<file path="src/rtl/uart_rx_fifo.sv">
`default_nettype none
//============================================================================
// Module   : uart_rx_fifo
// Purpose  : Receive-side byte buffer behind uart_rx. Captures each byte on
//            wr_tick, presents the oldest byte show-ahead on rd_data, and
//            reports occupancy, empty/full and almost-full for flow control.
// Options  : UART_RX_FIFO_OVERRUN_EN - adds the sticky overrun flag and its
//            overrun_clr input; without it, dropped writes are silent.
// Revision : 1.0 - initial release
//============================================================================
module uart_rx_fifo #(
    parameter int DATA_SIZE  = 8,
    parameter int ADDR_WIDTH = 4,
    parameter int AF_THRESH  = 14
) (
    input  logic                  clk,
    input  logic                  reset_n,
`ifdef UART_RX_FIFO_OVERRUN_EN
    input  logic                  overrun_clr,
    output logic                  overrun,
`endif
    input  logic                  wr_tick,
    input  logic [DATA_SIZE-1:0]  wr_data,
    input  logic                  rd_en,
    output logic [DATA_SIZE-1:0]  rd_data,
    output logic                  empty,
    output logic                  full,
    output logic                  almost_full,
    output logic [ADDR_WIDTH:0]   count
);

    localparam int              c_depth     = 2 ** ADDR_WIDTH;
    localparam logic [ADDR_WIDTH:0] c_af_thresh = AF_THRESH[ADDR_WIDTH:0];

    logic [DATA_SIZE-1:0] r_mem [c_depth];
    logic [ADDR_WIDTH:0]  r_wr_ptr;
    logic [ADDR_WIDTH:0]  r_rd_ptr;
    logic [ADDR_WIDTH:0]  w_count;
    logic                 w_empty;
    logic                 w_full;
    logic                 w_pop;
    logic                 w_push;

    // Occupancy and status are derived directly from the wrap-bit pointers.
    assign w_count = r_wr_ptr - r_rd_ptr;
    assign w_empty = (r_wr_ptr == r_rd_ptr);
    assign w_full  = (r_wr_ptr[ADDR_WIDTH] != r_rd_ptr[ADDR_WIDTH]) &&
                     (r_wr_ptr[ADDR_WIDTH-1:0] == r_rd_ptr[ADDR_WIDTH-1:0]);

    // A pop needs data present; a push into a full FIFO is allowed only when
    // the same cycle frees a slot (when full, the FIFO cannot be empty).
    assign w_pop  = rd_en && !w_empty;
    assign w_push = wr_tick && (!w_full || w_pop);

    assign rd_data     = r_mem[r_rd_ptr[ADDR_WIDTH-1:0]];
    assign empty       = w_empty;
    assign full        = w_full;
    assign almost_full = (w_count >= c_af_thresh);
    assign count       = w_count;

    // Storage array: contents are never reset, only written on accepted pushes.
    always_ff @(posedge clk) begin
        if (w_push) begin
            r_mem[r_wr_ptr[ADDR_WIDTH-1:0]] <= wr_data;
        end
    end

    // Pointer advance; the extra MSB wraps naturally and disambiguates full/empty.
    always_ff @(posedge clk or negedge reset_n) begin
        if (!reset_n) begin
            r_wr_ptr <= '0;
            r_rd_ptr <= '0;
        end else begin
            if (w_push) begin
                r_wr_ptr <= r_wr_ptr + 1'b1;
            end
            if (w_pop) begin
                r_rd_ptr <= r_rd_ptr + 1'b1;
            end
        end
    end

`ifdef UART_RX_FIFO_OVERRUN_EN
    logic r_overrun;
    logic w_drop;

    assign w_drop  = wr_tick && w_full && !rd_en;
    assign overrun = r_overrun;

    // Sticky overrun: a drop in the same cycle as a clear keeps the flag set.
    always_ff @(posedge clk or negedge reset_n) begin
        if (!reset_n) begin
            r_overrun <= 1'b0;
        end else if (w_drop) begin
            r_overrun <= 1'b1;
        end else if (overrun_clr) begin
            r_overrun <= 1'b0;
        end
    end
`endif

endmodule
`default_nettype wire

</file>
<file path="config.mk">
export PLATFORM = sky130hd
export DESIGN_NAME = uart_rx_fifo
export DESIGN_NICKNAME = d
export VERILOG_FILES = /design/src/rtl/uart_rx_fifo.sv
export SDC_FILE = /design/constraint.sdc
export NUM_CORES = 1
export LEC_CHECK = 0
export BUFFER_PORTS_ARGS = -buffer_cell sky130_fd_sc_hd__buf_2
export CELL_PAD_IN_SITES_DETAIL_PLACEMENT = 0
export CELL_PAD_IN_SITES_GLOBAL_PLACEMENT = 1
export CORE_UTILIZATION = 53
export DETAILED_ROUTE_END_ITERATION = 16
export PLACE_DENSITY = 0.85
export SYNTH_ARGS = -nofsm -noshare
export SYNTH_HDL_FRONTEND = slang
export SYNTH_SLANG_ARGS = --single-unit
export TNS_END_PERCENT = 10
</file>
<file path="constraint.sdc">
create_clock -name clk -period 3.7 [get_ports clk]
set_input_delay 0.555 -clock clk [delete_from_list [all_inputs] [get_ports clk]]
set_output_delay 0.555 -clock clk [all_outputs]
set_load 0.02 [all_outputs]
</file>
==> results.cfg, run 1 <==
[synth]
seq_area_frac_synth = 0.730
synth_flop_cell = edfxtp_1
synth_common_cells = 128 x edfxtp_1, 21 x mux4_2, 18 x nor2_1
syn-num-nets = 303
yosysMostFrequentCell = edfxtp_1
syn-instance-count = 281
ys_types = 31
netlist.area_leader.share = 0.685
async_flop_share = 0.0725
synth_seq_cells = 138
synthTopCellsByArea = edfxtp_1 68%, mux4_2 8.4%, mux4_1 5.2%
yosysTopAreaCell = edfxtp_1
ys_warn_count = 0
syn_avg_cell_area_um2 = 20.0
syn_area_mm2 = 0.00561
synth-edff-count = 128

[die]
die_area_mm2 = 0.0110
coreArea_mm2 = 0.0103
start_util = 0.546
rows = 37
die_y_um = 105
io_pins = 28
die_w_um = 105

[finish]
design_area_mm2 = 0.00648
nets = 346
area_growth_pct = 15.5
drive_gt1_frac = 0.261
num_antenna_cells = 0

[sta]
tns_ns = 0
tightest_slew_ns = 1.06
setup_violations = 0
hold_slack_ns = 0.400
slew_violations = 0
grt_setup_unrepaired = false
period_needed_ns = 3.16
fin_crit_sh = 0.854
hold_viol_final = 0
max_freq_mhz = 317
fin_worst_skew_ns = 0.00796
max_slew_margin = 0.292

[placed_design]
place_congestion = 0.750
dpl_cell_area_mm2 = 0.00588
portBuffers = 27
place_hpwl_um = 6250

[routing]
first_pass_iters = 4
antenna_left = 0
drcViolationCount = 0
drt_iter0_drc = 259
wirelength_um = 10400
vias = 2747
drt-wirelength-per-cell_um = 22.0
vias_per_cell = 5.81

[setup_path]
crit_path_end_kind = primary output
rr_worst_depth = 5
startpoint_type = register
cp_num_buf_inv = 2
crit_type = register to primary output
crit_fanout = 35
crit_arrival_ns = 2.60
timing.rr.end = r_mem[10][7]$_DFFE_PP_
cp_slowest_cell = mux4_1
path_delay_family = buffers and inverters
reg2reg_from = r_wr_ptr[2]$_DFFE_PN0P_
cp.required_ns = 3.14
cp_slowest_stage_delay_ns = 0.64
cp_cell_sequence = buf_4, mux4_1, a22oi_1, nand2_1, buf_2
ff2ff_setup_slack_ns = 1.01

[flow_run]
max_cap_violations = 0

[clock_tree]
post_cts_buffers = 0
cts_buffers = 17
h-tree-depth = 4
root_buffer = clkbuf_8
cts_tree = done
path_clk_slew_ns = 0.06
clock_path_buffers = 2
cts.sinks = 138
clk_latency_ns = 0.51

[hold_path]
hp-start = wr_tick
hold_path_class = input pin to register
whs_path_depth = 3
holdPathEnd = r_wr_ptr[2]$_DFFE_PN0P_

[power]
switching_share = 0.337
pwr-share-comb = 0.341
internal_power_w = 0.00371
seq_power_share = 0.361
ir_drop_mv = 1.01
switchingPower_w = 0.00189
clkPwrFrac = 0.298
p_per_area_mw_per_mm2 = 864
p_leak_nw = 2.24

[grt]
grt_pass1_wl_um = 16300
grt_use_met1 = 0.280
top_usage_layer = met2
grt_max_degree = 36
use_met2 = 0.349
antenna_found_initial = 0
grt_usage = 0.211
grt_overflow = 0
grt_pass1_vias = 2865
gr-usage-met3 = 0.0518

[status]
outcome = completed
[cells in the final DEF (no fill, tap or decap), drive strengths merged, types with 6 or more instances in the layout]
master	n
edfxtp	128
buf	33
mux4	32
nor2	18
clkbuf	18
a22oi	16
nand2	15
dfrtp	10
ha	9
xnor2	8
inv	8
clkinv	6
[cell families (layout without fill, tap and decap cells)]
kind of cell | count (synthesis) | in the layout | share of synthesized area
mux | 32 | 32 | 0.136
xor+xnor | 12 | 12 | 0.0187
simple gates | 46 | 46 | 0.0357
fa+ha+maj | 10 | 10 | 0.0236
buf+inv | 17 | 73 | 0.0194
flops | 138 | 138 | 0.730
compound gates | 26 | 26 | 0.0372
[power by group through the flow]
stage,Combinational (W),Sequential [W],Clock [W]
floorplan,0.00148,0.00200,0
global placement,0.00190,0.00204,0
detailed placement,0.00192,0.00205,0
CTS,0.00193,0.00202,0.00169
global route,0.00208,0.00204,0.00176
finish,0.00191,0.00202,0.00167
[worst reg2reg max path, stage by stage (launching register included)]
cell,delay [ns]
dfrtp_1,0.50
ha_1,0.40
nand4_1,0.23
o31a_2,0.28
nand2_1,0.13
nor2_1,0.76
[per-layer routing]
metal,share of wire,wire length [um]
met4,0.0048,50
met1,0.39,4090
met2,0.53,5510
met3,0.070,725
met5,0,0
[sequential cells by signal, indices dropped and copies added, names as in the netlist]
register and flops:
r_mem 128, r_rd_ptr 5, r_wr_ptr 5
[repair_timing]
action / CTS / global route
endpoints found under the hold margin: 10 / 0
gates resized for setup: 0 / 0
hold buffers: 1 / 0
[cell type report]
type / instances / area, um2
fill: 732 / 3790
tap: 136 / 170
clock inverter: 14 / 174
multi-input combinational: 126 / 1410
sequential: 138 / 4100
timing repair buffer: 34 / 190
clock buffer: 18 / 418
inverter: 7 / 26.3
[stage by stage]
step	total power, W	util	setup slack (ns)	std cells
after CTS	0.00564	0.631	0.488	473
final	0.00560	0.631	0.542	473
after floorplan	0.00348	-	1.03	281
after global routing	0.00588	0.631	0.361	473
after detailed placement	0.00397	0.572	1.04	440
after global placement	0.00394	0.572	1.08	440
[how the worst max path moves through the flow]
stage	startpoint	end	slack [ns]	depth (start not counted)
6_report	r_rd_ptr[0]$_DFFE_PN0P_	rd_data[7]	0.54	5
5_1_grt	r_rd_ptr[0]$_DFFE_PN0P_	rd_data[1]	0.36	5
4_1_cts	r_rd_ptr[0]$_DFFE_PN0P_	rd_data[0]	0.49	5
3_5_place_dp	r_wr_ptr[2]$_DFFE_PN0P_	r_mem[10][6]$_DFFE_PP_	1.04	5
3_3_place_gp	r_rd_ptr[0]$_DFFE_PN0P_	rd_data[7]	1.08	5
2_1_floorplan	r_rd_ptr[2]$_DFFE_PN0P_	r_mem[0][0]$_DFFE_PP_	1.03	8
Power figures use the tool's default switching activity.
==> inputs of run 2 (changes only) <==
Settings changed: CORE_UTILIZATION 53 to 35, PLACE_DENSITY 0.85 to 0.62.
==> run 2 against run 1 <==
Against the previous run: clock skew grew 0.0032 ns; setup slack improved by 0.10 ns; count of clock-buffer cells in the layout is 5 higher; first-iteration DRC count is 4.2% higher; via count increased by 2.3%; global-route usage down 5.2 points; core utilization down 20 points; non-clock buffer count is 6 higher; clock power is 3% higher; critical endpoint is now rd_data[4]; largest cell class unchanged.
==> results.cfg, run 2 (synthesized netlist as in run 1, its figures left out) <==
[setup_path]
crit_type = register to primary output
cp.required_ns = 3.14
timing.rr.end = r_mem[10][6]$_DFFE_PP_
cp_slowest_stage_delay_ns = 0.69
path_delay_family = buffers and inverters
rr_worst_depth = 5
cp_slowest_cell = mux4_1
crit_path_end_kind = primary output
ff2ff_setup_slack_ns = 0.95
startpoint_type = register
crit_arrival_ns = 2.50
crit_fanout = 35
cp_num_buf_inv = 2
reg2reg_from = r_wr_ptr[2]$_DFFE_PN0P_
cp_cell_sequence = buf_4, mux4_1, a22oi_1, nand2_1, buf_2

[routing]
drt_iter0_drc = 270
dr_wl_met2_um = 5390
wirelength_um = 11900
vias = 2811
routed.top_layer = met5
wl_met1_um = 5590
drt-wirelength-per-cell_um = 21.5
first_pass_iters = 6
drcViolationCount = 0
vias_per_cell = 5.07
dr_wl_met3_um = 784
antenna_left = 0

[grt]
grt_pass1_vias = 2858
antenna_found_initial = 1
grt_overflow = 0
grt_pass1_wl_um = 18100
grt_usage = 0.159
grt_max_degree = 36

[sta]
max_freq_mhz = 327
tns_ns = 0
hold_slack_ns = 0.502
grt_setup_unrepaired = false
fin_crit_sh = 0.826
tightest_slew_ns = 1.23
max_slew_margin = 0.175
period_needed_ns = 3.06
fin_worst_skew_ns = 0.0111
hold_viol_final = 0
setup_violations = 0
slew_violations = 0

[power]
ir_drop_mv = 0.377
p_leak_nw = 2.28
total_power_w = 0.00573
p_per_area_mw_per_mm2 = 865

[die]
die_y_um = 129
start_util = 0.364
rows = 45
coreArea_mm2 = 0.0154
die_area_mm2 = 0.0165
io_pins = 28
die_w_um = 129

[finish]
num_antenna_cells = 0
fillers = 1342
final_common_cell = edfxtp_1
final_util = 0.429
area_growth_pct = 18.0
nets = 352
layout_common_cells = 128 x edfxtp_1, 27 x buf_2, 21 x mux4_2
finalNonFillerCells = 554
drive_gt1_frac = 0.254
largest_reg_flops = 128

[clock_tree]
holdBufCountCts = 1
post_cts_buffers = 0
root_buffer = clkbuf_16
path_clk_slew_ns = 0.05
h-tree-depth = 4
cts_tree = done
cts_buffers = 17
clock_path_buffers = 2
cts.sinks = 138
clk_latency_ns = 0.41
post_cts_resize_count = 0

[flow_run]
max_cap_violations = 0

[placed_design]
place_hpwl_um = 7260
dp.cells = 521
portBuffers = 27
place_congestion = 0.734

[hold_path]
holdPathEnd = r_wr_ptr[2]$_DFFE_PN0P_
whs_path_depth = 3
hp-start = wr_tick
hold_path_class = input pin to register

[status]
outcome = completed
-- run 2: changes by cell type in the layout (fill, tap and decap cells not counted) --
cell	change
clkbuf_16	+1
clkbuf_8	-1
bufinv_16	+1
inv_6	-1
buf_4	+6
clkinv_4	-3
clkinv_1	+2
clkinvlp_4	-4
clkbuf_1	+5
-- run 2: per-layer routing --
layer,vias up,GRT usage
met1,1448,0.227
met3,13,0.0470
li1,1247,-
met4,2,0.0637
met5,-,0
met2,101,0.229
-- run 2: worst register-to-register path: stages (launching register included) --
cell     delay [ns]
dfrtp_1        0.49
ha_1           0.40
nand4_1        0.23
o31a_2         0.25
nand2_1        0.13
nor2_1         0.87
-- run 2: how the worst max path moves through the flow --
stage | start | end | slack, ns | cells after the start
after global routing | r_rd_ptr[0]$_DFFE_PN0P_ | rd_data[4] | 0.49 | 5
after CTS | r_rd_ptr[0]$_DFFE_PN0P_ | rd_data[7] | 0.55 | 5
after detailed placement | r_wr_ptr[2]$_DFFE_PN0P_ | r_mem[10][0]$_DFFE_PP_ | 0.97 | 5
final | r_rd_ptr[0]$_DFFE_PN0P_ | rd_data[4] | 0.64 | 5
after floorplan | r_rd_ptr[2]$_DFFE_PN0P_ | r_mem[0][0]$_DFFE_PP_ | 1.03 | 8
after global placement | r_wr_ptr[2]$_DFFE_PN0P_ | r_mem[14][0]$_DFFE_PP_ | 0.97 | 5
-- run 2: per-stage QoR --
step	area, um2	setup slack [ns]
finish	6620	0.644
global route	6620	0.487
CTS	6620	0.549
detailed placement	6020	0.965
global placement	6020	0.969
floorplan	5610	1.03
-- run 2: cell type report --
cell class / count / area, um2 / share of cell area
well taps: 211 / 264 / 0.0399
inverters: 7 / 26.3 / 0.00397
clock inverters: 9 / 146 / 0.0221
repair buffers: 40 / 235 / 0.0355
flip-flops and latches: 138 / 4100 / 0.618
clock buffers: 23 / 448 / 0.0676
multi-input cells: 126 / 1410 / 0.213
-- run 2: report_power, final --
group	switching, W	internal (W)
Sequential	0.000105	0.00191
Clock	0.000595	0.00112
Combinational	0.00120	0.000799
==> inputs of run 3 (changes only) <==
Clock period 3.7 ns to 3.2 ns, I/O delays scaled along.
==> run 3 against run 2 <==
Against the previous run: routed wire length is 3.0% lower; cell count up 0.18%; count of clock-buffer cells in the layout decreased by 5; critical endpoint is now almost_full; highest routed layer is now met4.
==> results.cfg, run 3 (synthesized netlist as in run 1, its figures left out) <==
[status]
outcome = completed

[clock_tree]
cts_tree = done
cts_buffers = 17
post_cts_resize_count = 0
cts.sinks = 138
clk_latency_ns = 0.41
path_clk_slew_ns = 0.06
root_buffer = clkbuf_16
post_cts_buffers = 0
clock_path_buffers = 2
h-tree-depth = 4

[finish]
nets = 353
largest_reg_flops = 128
final_common_cell = edfxtp_1
num_antenna_cells = 0
area_growth_pct = 19.6
layout_common_cells = 128 x edfxtp_1, 27 x buf_2, 21 x mux4_2
drive_gt1_frac = 0.273
finalNonFillerCells = 555

[grt]
grt_pass1_wl_um = 17600
antenna_found_initial = 0
grt_max_degree = 36
grt_usage = 0.154
grt_pass1_vias = 2928
grt_overflow = 0

[routing]
wirelength_um = 11500
first_pass_iters = 4
dr_wl_met3_um = 438
dr_wl_met2_um = 5610
drcViolationCount = 0
drt_iter0_drc = 177
routed.top_layer = met4
wl_met1_um = 5330
antenna_left = 0
vias = 2766
vias_per_cell = 4.98
drt-wirelength-per-cell_um = 20.8

[setup_path]
crit_arrival_ns = 2.43
crit_fanout = 4
startpoint_type = register
crit_type = register to primary output
cp.required_ns = 2.72
crit_path_end_kind = primary output

[sta]
grt_setup_unrepaired = false
slew_violations = 0
max_freq_mhz = 343
tns_ns = 0
fin_crit_sh = 0.910
period_needed_ns = 2.91
hold_viol_final = 0
max_slew_margin = 0.285
fin_worst_skew_ns = 0.00745
setup_violations = 0
tightest_slew_ns = 1.07

[hold_path]
hold_path_class = input pin to register

[placed_design]
place_hpwl_um = 7250
portBuffers = 27
place_congestion = 0.710
dp.cells = 522

[power]
p_leak_nw = 2.32
p_per_area_mw_per_mm2 = 1020
ir_drop_mv = 0.431

[die]
io_pins = 28
die_y_um = 129
coreArea_mm2 = 0.0154
start_util = 0.364
rows = 45
die_w_um = 129
die_area_mm2 = 0.0165

[flow_run]
max_cap_violations = 0
run 3: worst max-delay path: stages, from the launching register on:
cell	delay, ns
dfrtp_1	0.41
inv_1	0.16
ha_1	0.19
inv_1	0.05
fa_1	0.40
a21o_1	0.19
a21oi_1	0.17
xnor2_1	0.10
a41o_1	0.20
buf_2	0.15
run 3: per-layer routing:
layer	vias to the layer above	GRT usage
li1	1252	-
met1	1445	0.208
met2	55	0.244
met3	14	0.0358
met4	0	0.0547
met5	-	0
run 3: path summary, 6_finish.rpt:
check | startpoint | endpoint | slack, ns | cells after the start
max | r_wr_ptr[0]$_DFFE_PN0P_ | almost_full | 0.29 | 9
min in group asynchronous | reset_n | r_wr_ptr[4]$_DFFE_PN0P_ | 0.46 | 2
min reg2reg | r_wr_ptr[4]$_DFFE_PN0P_ | r_wr_ptr[4]$_DFFE_PN0P_ | 0.53 | 1
min | wr_tick | r_wr_ptr[2]$_DFFE_PN0P_ | 0.42 | 3
max reg2reg | r_wr_ptr[3]$_DFFE_PN0P_ | r_mem[5][3]$_DFFE_PP_ | 0.55 | 5
max in group asynchronous | reset_n | r_rd_ptr[0]$_DFFE_PN0P_ | 2.51 | 2
run 3: per-stage QoR:
stage | hold WS, ns | total power (W) | instance area (um2) | setup slack [ns] | utilization
final | 0.422 | 0.00686 | 6710 | 0.287 | 0.435
after global routing | 0.417 | 0.00719 | 6710 | 0.128 | 0.435
after CTS | 0.397 | 0.00695 | 6710 | 0.252 | 0.435
after detailed placement | 0.373 | 0.00473 | 6030 | 0.512 | 0.391
after global placement | 0.364 | 0.00471 | 6030 | 0.608 | 0.391
after floorplan | 0.184 | 0.00403 | 5610 | 0.529 | -
run 3: power by group:
part	switching [W]	total [W]	leakage (nW)	internal [W]
Clock	0.000743	0.00221	0.319	0.00147
Combinational	0.00137	0.00233	0.723	0.000959
Sequential	0.000110	0.00232	1.27	0.00221
Total	0.00222	0.00686	2.32	0.00464
run 3: what timing repair did:
| action | CTS | global route |
|---|---|---|
| hold buffers | 1 | 0 |
| endpoints found under the setup margin | 0 | 0 |
| hold endpoints to repair | 10 | 0 |
run 3: cell type report:
| type | count | area, um2 |
|---|---|---|
| Clock buffer | 18 | 429 |
| Inverter | 7 | 26.3 |
| Tap cell | 211 | 264 |
| Clock inverter | 14 | 243 |
| Multi-Input combinational cell | 126 | 1410 |
| Fill cell | 1366 | 8720 |
| Sequential cell | 138 | 4100 |
| Timing Repair Buffer | 41 | 243 |
